**src/rtl/fre_meas_ctrl.sv**
```systemverilog
// Frequency meter controller: counts rising edges of sig_in over a gate
// window of GATE_CYCLES lcd_pclk cycles, converts the count to 9-digit BCD
// with a sequential double-dabble, and presents it on data_d0 with a
// one-cycle data_valid strobe. Counts above CNT_MAX are replaced by the
// overflow marker 36'hF_0000_0000.
// Build option: define FRE_INPUT_SYNC_EN to pass sig_in through a 2-flop
// synchroniser before edge detection (for asynchronous inputs).
module fre_meas_ctrl #(
    parameter int unsigned GATE_CYCLES = 33_000_000,
    parameter int unsigned CNT_MAX     = 999_999_999
) (
    input  logic        lcd_pclk,
    input  logic        sys_rst,
    input  logic        meas_en,
    input  logic        sig_in,
    output logic [35:0] data_d0,
    output logic        data_valid,
    output logic        gate_active
);

    localparam int            GW        = (GATE_CYCLES > 1) ? $clog2(GATE_CYCLES) : 1;
    localparam logic [GW-1:0] GATE_LAST = GW'(GATE_CYCLES - 1);
    localparam logic [29:0]   CNT_SAT   = 30'h3FFF_FFFF;
    localparam logic [4:0]    BIT_LAST  = 5'd29;
    localparam logic [35:0]   OVF_MARK  = 36'hF_0000_0000;

    typedef enum logic [1:0] {IDLE, GATE, CONV, DONE} state_t;

    state_t        state_q, state_d;
    logic [GW-1:0] gate_cnt_q, gate_cnt_d;
    logic [29:0]   edge_cnt_q, edge_cnt_d;
    logic [29:0]   cnt_final;
    logic [29:0]   bin_q, bin_d;
    logic [35:0]   bcd_q, bcd_d;
    logic [35:0]   bcd_adj;
    logic [4:0]    bit_cnt_q, bit_cnt_d;
    logic          ovf_q, ovf_d;
    logic [35:0]   data_d0_q, data_d0_d;
    logic          data_valid_q, data_valid_d;
    logic          gate_active_q, gate_active_d;
    logic          rise_det;

`ifdef FRE_INPUT_SYNC_EN
    logic sync1_q, sync1_d, sync2_q, sync2_d, sig_prev_q, sig_prev_d;

    // Resynchronise sig_in and flag a rising edge of the synchronised copy
    always_comb begin
        sync1_d    = sig_in;
        sync2_d    = sync1_q;
        sig_prev_d = sync2_q;
        rise_det   = sync2_q & ~sig_prev_q;
    end

    // Synchroniser and edge-detect history flops
    always_ff @(posedge lcd_pclk or posedge sys_rst) begin
        if (sys_rst) begin
            sync1_q    <= 1'b0;
            sync2_q    <= 1'b0;
            sig_prev_q <= 1'b0;
        end else begin
            sync1_q    <= sync1_d;
            sync2_q    <= sync2_d;
            sig_prev_q <= sig_prev_d;
        end
    end
`else
    logic sig_prev_q, sig_prev_d;

    // sig_in is already synchronous: compare against last cycle's sample
    always_comb begin
        sig_prev_d = sig_in;
        rise_det   = sig_in & ~sig_prev_q;
    end

    // Edge-detect history flop
    always_ff @(posedge lcd_pclk or posedge sys_rst) begin
        if (sys_rst) begin
            sig_prev_q <= 1'b0;
        end else begin
            sig_prev_q <= sig_prev_d;
        end
    end
`endif

    // Edge count including this cycle's edge, saturating instead of wrapping
    always_comb begin
        cnt_final = edge_cnt_q;
        if (rise_det && (edge_cnt_q != CNT_SAT)) begin
            cnt_final = edge_cnt_q + 30'd1;
        end
    end

    // Add 3 to every BCD digit of 5 or more ahead of the next shift
    always_comb begin
        bcd_adj = bcd_q;
        for (int i = 0; i < 9; i++) begin
            if (bcd_q[4*i +: 4] >= 4'd5) begin
                bcd_adj[4*i +: 4] = bcd_q[4*i +: 4] + 4'd3;
            end
        end
    end

    // Next-state and datapath decisions for the gate/convert/publish cycle
    always_comb begin
        state_d    = state_q;
        gate_cnt_d = gate_cnt_q;
        edge_cnt_d = edge_cnt_q;
        bin_d      = bin_q;
        bcd_d      = bcd_q;
        bit_cnt_d  = bit_cnt_q;
        ovf_d      = ovf_q;
        case (state_q)
            IDLE: begin
                if (meas_en) begin
                    state_d    = GATE;
                    gate_cnt_d = '0;
                    edge_cnt_d = '0;
                end
            end
            GATE: begin
                if (!meas_en) begin
                    state_d = IDLE;
                end else begin
                    edge_cnt_d = cnt_final;
                    gate_cnt_d = gate_cnt_q + GW'(1);
                    if (gate_cnt_q == GATE_LAST) begin
                        state_d   = CONV;
                        bin_d     = cnt_final;
                        bcd_d     = '0;
                        bit_cnt_d = '0;
                        ovf_d     = ({2'b00, cnt_final} > CNT_MAX);
                    end
                end
            end
            CONV: begin
                if (!meas_en) begin
                    state_d = IDLE;
                end else begin
                    bcd_d     = {bcd_adj[34:0], bin_q[29]};
                    bin_d     = {bin_q[28:0], 1'b0};
                    bit_cnt_d = bit_cnt_q + 5'd1;
                    if (bit_cnt_q == BIT_LAST) begin
                        state_d = DONE;
                    end
                end
            end
            DONE: begin
                if (meas_en) begin
                    state_d    = GATE;
                    gate_cnt_d = '0;
                    edge_cnt_d = '0;
                end else begin
                    state_d = IDLE;
                end
            end
            default: state_d = IDLE;
        endcase

        data_valid_d  = (state_d == DONE);
        gate_active_d = (state_d == GATE);
        data_d0_d     = data_d0_q;
        if (state_d == DONE) begin
            data_d0_d = ovf_q ? OVF_MARK : bcd_d;
        end
    end

    // State, counters, conversion registers and registered outputs
    always_ff @(posedge lcd_pclk or posedge sys_rst) begin
        if (sys_rst) begin
            state_q       <= IDLE;
            gate_cnt_q    <= '0;
            edge_cnt_q    <= '0;
            bin_q         <= '0;
            bcd_q         <= '0;
            bit_cnt_q     <= '0;
            ovf_q         <= 1'b0;
            data_d0_q     <= '0;
            data_valid_q  <= 1'b0;
            gate_active_q <= 1'b0;
        end else begin
            state_q       <= state_d;
            gate_cnt_q    <= gate_cnt_d;
            edge_cnt_q    <= edge_cnt_d;
            bin_q         <= bin_d;
            bcd_q         <= bcd_d;
            bit_cnt_q     <= bit_cnt_d;
            ovf_q         <= ovf_d;
            data_d0_q     <= data_d0_d;
            data_valid_q  <= data_valid_d;
            gate_active_q <= gate_active_d;
        end
    end

    assign data_d0     = data_d0_q;
    assign data_valid  = data_valid_q;
    assign gate_active = gate_active_q;

endmodule

```
**config.mk**
```make
export PLATFORM = sky130hd
export DESIGN_NAME = fre_meas_ctrl
export DESIGN_NICKNAME = d
export VERILOG_FILES = /design/src/rtl/fre_meas_ctrl.sv
export SDC_FILE = /design/constraint.sdc
export NUM_CORES = 1
export LEC_CHECK = 0
export ABC_CLOCK_PERIOD_IN_PS = 12900
export CAP_MARGIN = 40
export CELL_PAD_IN_SITES_DETAIL_PLACEMENT = 0
export CELL_PAD_IN_SITES_GLOBAL_PLACEMENT = 1
export CORE_MARGIN = 2
export CORE_UTILIZATION = 24
export CTS_BUF_LIST = sky130_fd_sc_hd__clkbuf_16
export DETAILED_ROUTE_END_ITERATION = 6
export GPL_TIMING_DRIVEN = 0
export MAX_ROUTING_LAYER = met4
export PLACE_DENSITY = 0.55
export RECOVER_POWER = 25
export SLEW_MARGIN = 20
export SYNTH_ARGS = -nofsm -noshare
export SYNTH_HDL_FRONTEND = slang
export SYNTH_SLANG_ARGS = --single-unit
```
**constraint.sdc**
```tcl
create_clock -name lcd_pclk -period 12.9 [get_ports lcd_pclk]
set_clock_uncertainty 0.1 [all_clocks]
set_input_delay 1.29 -clock lcd_pclk [delete_from_list [all_inputs] [get_ports lcd_pclk]]
set_output_delay 1.29 -clock lcd_pclk [all_outputs]
set_load 0.01 [all_outputs]
```
==> impl_metrics.json <==
{
  "numClockSinks": 168,
  "slew_viol_final": 75,
  "setup_slack_ns": 8.795,
  "synth.avg_cell_area_um2": 8.856,
  "worstSetupStartpointType": "primary input",
  "synth_sequential_area_ratio_pct": 46.73,
  "path_clk_slew_ns": 0.07,
  "core_um2": 36790,
  "final.period_utilization_pct": 31.82,
  "synth.net_count": 1046,
  "route.detailed.drc": 0,
  "ir_worst_vdd_v": 0.00008615,
  "wl_per_cell_um": 16.09,
  "die_height_um": 197.6,
  "worstSetupPathType": "primary input to register",
  "clock_tree.htree_level_count": 4,
  "synthDistinctLibCells": 65,
  "grt_pass1_vias": 7113,
  "grt_use_total_pct": 13.98,
  "synth_enable_flop_cells": 0,
  "synth_seq_cells": 168,
  "clock_tree.buffer_depth": 2,
  "setup_total_negative_slack_ns": 0,
  "hpwlAfterDp_mm": 17.97,
  "cts_tree": "done",
  "synth-async-reset-ratio_pct": 100.0,
  "cts_root_buffer": "sky130_fd_sc_hd__clkbuf_16",
  "synth-warning-count": 0,
  "port_buffers": 41,
  "relSlewSlack_pct": -140.0,
  "grt_antenna_before_repair": 0,
  "hold_viol_final": 0,
  "routed_via_density": 4.634,
  "ctsHoldBuffers": 0,
  "period_needed_ns": 4.105,
  "rsz0062_at_grt": "no",
  "cp-end-kind": "register",
  "post_cts.repair.setup_buffers": 0,
  "full_die_area_um2": 39050,
  "preCtsSetupSlack_ns": 8.383,
  "clock_latency_ns": 0.44,
  "max_cap_violations": 1,
  "global_route_wire_length_before_repair_mm": 41.14,
  "status": "finished with violations",
  "fp-row-count": 70,
  "firstDrtPassIters": 4,
  "largest_net_degree_at_the_start_of_global_routing": 95,
  "dieWidth_um": 197.6,
  "violations": "capacitance limit, slew limit",
  "initial_utilization_pct": 24.46,
  "synth_ff_type": "sky130_fd_sc_hd__dfrtp_1",
  "post_drt_antenna_nets": 0,
  "areaGrowthSynthToFinish_pct": 17.63,
  "worstReg2RegStart": "gate_cnt_q[12]$_DFFE_PP0P_",
  "final_nets": 1107,
  "hold_wc_startpoint": "data_d0[34]$_DFFE_PP0P_",
  "drtIter0Drc": 321,
  "worst_setup_path_startpoint": "sig_in",
  "worst-slew-pin-transition_ns": 3.580,
  "routed_wl_mm": 25.06,
  "pin_count": 42,
  "power.density_cell_area_nw_per_um2": 118.5,
  "num_vias": 7219,
  "post_synthesis_instance_total": 1016,
  "critical_path_peak_fanout": 5,
  "cts_buffers": 17,
  "arrival_ns": 4.36,
  "cts_repair_resize_count": 0,
  "worstPathRequired_ns": 13.15,
  "antenna_cells": 0,
  "netlist_area_pre_place_um2": 8997,
  "report.final.setup_viol": 0,
  "grt_overflow_total": 0,
  "static-leakage-power_nw": 4.487,
  "achievable-frequency_mhz": 243.6,
  "worstHoldPathType": "register to register",
  "place_congestion": 0.7703,
  "share_of_cells_above_drive_strength_1_pct": 6.972
}
synth_stat cells, types with 3 or more instances:
| cell type | count | area [µm²] |
|---|---|---|
| sky130_fd_sc_hd__dfrtp_1 | 168 | 4204 |
| sky130_fd_sc_hd__nand2_1 | 154 | 578.1 |
| sky130_fd_sc_hd__o21ai_0 | 90 | 450.4 |
| sky130_fd_sc_hd__nor2_1 | 82 | 307.8 |
| sky130_fd_sc_hd__a21oi_1 | 66 | 330.3 |
| sky130_fd_sc_hd__inv_1 | 50 | 187.7 |
| sky130_fd_sc_hd__nand3_1 | 35 | 175.2 |
| sky130_fd_sc_hd__clkbuf_1 | 33 | 123.9 |
| sky130_fd_sc_hd__xnor2_1 | 30 | 262.8 |
| sky130_fd_sc_hd__ha_1 | 26 | 325.3 |
| sky130_fd_sc_hd__nor3_1 | 26 | 130.1 |
| sky130_fd_sc_hd__a22o_1 | 23 | 201.4 |
| sky130_fd_sc_hd__xor2_1 | 22 | 192.7 |
| sky130_fd_sc_hd__o21ai_1 | 18 | 90.09 |
| sky130_fd_sc_hd__o31ai_1 | 18 | 135.1 |
| sky130_fd_sc_hd__o21a_1 | 16 | 120.1 |
| sky130_fd_sc_hd__nand4_1 | 15 | 93.84 |
| sky130_fd_sc_hd__buf_2 | 14 | 70.07 |
| sky130_fd_sc_hd__nand2b_1 | 14 | 87.58 |
| sky130_fd_sc_hd__mux2i_1 | 11 | 110.1 |
| sky130_fd_sc_hd__and3_1 | 9 | 56.30 |
| sky130_fd_sc_hd__nor3b_1 | 8 | 60.06 |
| sky130_fd_sc_hd__nor4_1 | 8 | 50.05 |
| sky130_fd_sc_hd__or3_1 | 8 | 50.05 |
| sky130_fd_sc_hd__and4_1 | 5 | 43.79 |
| sky130_fd_sc_hd__and2_1 | 4 | 25.02 |
| sky130_fd_sc_hd__mux2_2 | 4 | 45.04 |
| sky130_fd_sc_hd__or2_2 | 4 | 25.02 |
| sky130_fd_sc_hd__a31oi_1 | 3 | 18.77 |
| sky130_fd_sc_hd__buf_4 | 3 | 22.52 |
| sky130_fd_sc_hd__nand2_2 | 3 | 18.77 |
| sky130_fd_sc_hd__nand4b_1 | 3 | 26.28 |
| sky130_fd_sc_hd__nor2b_1 | 3 | 18.77 |
| sky130_fd_sc_hd__or4_4 | 3 | 33.78 |
cell type report:
cell class / instances / area, µm²
Buffer: 53 / 236.5
Clock buffer: 17 / 425.4
Clock inverter: 15 / 151.4
Fill cell: 3951 / 26200
Inverter: 52 / 196.4
Multi-Input combinational cell: 743 / 4347
Sequential cell: 168 / 4204
Tap cell: 468 / 585.6
Timing Repair Buffer: 42 / 437.9
per-layer routing:
layer  vias to the layer above  routed length, µm  part of all wire [%]  GRT usage, %
met5                         -                  0                     0             -
met4                         0                229                  0.91         3.342
met3                        15                684                   2.7         2.271
met2                        74              11480                    46         21.88
met1                      3487              12670                    51         18.90
li1                       3643                  -                     -             -
logic make-up (layout without fill, tap and decap cells):
kind of cell | after synthesis | count (layout) | share of synthesized area [%]
adders and majority gates | 26 | 26 | 3.616
AOI/OAI and AO/OA | 252 | 252 | 16.62
and+or+nand+nor | 398 | 398 | 21.46
buffers and inverters | 105 | 179 | 4.798
muxes | 15 | 15 | 1.724
xor gates and xnor gates | 52 | 52 | 5.062
DFF | 168 | 168 | 46.73
power by group:
part	total [mW]	switching [mW]	internal [mW]	leakage, nW
clock	0.520	0.234	0.286	0.292
sequential	0.547	0.00989	0.537	2.34
combinational	0.187	0.141	0.0455	1.86
critical path: stages:
cell and delay [ns]:
sky130_fd_sc_hd__dlygate4sd3_1 0.60, sky130_fd_sc_hd__nand4b_1 0.19, sky130_fd_sc_hd__or4_4 0.57, sky130_fd_sc_hd__or4_4 0.54, sky130_fd_sc_hd__nor3_4 0.15, sky130_fd_sc_hd__o21ai_2 0.08
sky130_fd_sc_hd__nor4_2 0.32, sky130_fd_sc_hd__and4_1 0.30, sky130_fd_sc_hd__o31ai_1 0.09, sky130_fd_sc_hd__a21boi_1 0.21
metrics by stage:
stage | cells | power [mW] | hold WS, ns | utilization [%] | cell area [µm²]
3_3_place_gp | 1525 | 0.7508 | 0.3624 | 27.17 | 9993
5_1_grt | 1558 | 1.318 | 0.4049 | 28.77 | 10580
4_1_cts | 1558 | 1.279 | 0.3768 | 28.83 | 10610
6_report | 1558 | 1.254 | 0.3700 | 28.77 | 10580
3_5_place_dp | 1526 | 0.7505 | 0.3601 | 27.26 | 10030
2_1_floorplan | 1016 | 0.6700 | 0.3496 | - | 8997
sequential cells by signal, indices dropped and copies added (netlist names):
register / flops
gate_active: 1
data_d0: 36
sig_prev_q: 1
gate_cnt_q: 25
bit_cnt_q: 5
state_q: 2
ovf_q: 1
bin_q: 30
data_valid: 1
edge_cnt_q: 30
bcd_q: 36
layout by cell type (no fill, tap or decap), types with 9 or more instances in the layout:
| cell | netlist | layout |
|---|---|---|
| sky130_fd_sc_hd__dfrtp_1 | 168 | 168 |
| sky130_fd_sc_hd__nand2_1 | 154 | 154 |
| sky130_fd_sc_hd__o21ai_0 | 90 | 90 |
| sky130_fd_sc_hd__nor2_1 | 82 | 82 |
| sky130_fd_sc_hd__a21oi_1 | 66 | 66 |
| sky130_fd_sc_hd__inv_1 | 50 | 50 |
| sky130_fd_sc_hd__clkdlybuf4s50_1 | 0 | 39 |
| sky130_fd_sc_hd__nand3_1 | 35 | 35 |
| sky130_fd_sc_hd__clkbuf_1 | 33 | 33 |
| sky130_fd_sc_hd__xnor2_1 | 30 | 30 |
| sky130_fd_sc_hd__nor3_1 | 26 | 26 |
| sky130_fd_sc_hd__ha_1 | 26 | 26 |
| sky130_fd_sc_hd__a22o_1 | 23 | 23 |
| sky130_fd_sc_hd__xor2_1 | 22 | 22 |
| sky130_fd_sc_hd__o31ai_1 | 18 | 18 |
| sky130_fd_sc_hd__o21ai_1 | 18 | 18 |
| sky130_fd_sc_hd__clkbuf_16 | 0 | 17 |
| sky130_fd_sc_hd__o21a_1 | 16 | 16 |
| sky130_fd_sc_hd__nand4_1 | 15 | 15 |
| sky130_fd_sc_hd__buf_2 | 14 | 14 |
| sky130_fd_sc_hd__nand2b_1 | 14 | 14 |
| sky130_fd_sc_hd__mux2i_1 | 11 | 11 |
| sky130_fd_sc_hd__and3_1 | 9 | 9 |
| sky130_fd_sc_hd__nor4_1 | 8 | 9 |
final timing paths:
path,end,slack (ns),depth (start not counted)
setup / recovery,ovf_q$_DFFE_PP0P_,8.79,10
hold / removal,data_d0[34]$_DFFE_PP0P_,0.37,2
setup reg to reg,data_d0[35]$_DFFE_PP0P_,9.11,9
hold reg to reg,data_d0[34]$_DFFE_PP0P_,0.37,2
max in group asynchronous,edge_cnt_q[8]$_DFFE_PP0P_,8.85,2
min in group asynchronous,gate_active$_DFF_PP0_,2.27,2
(Power assumes the default switching activity.)
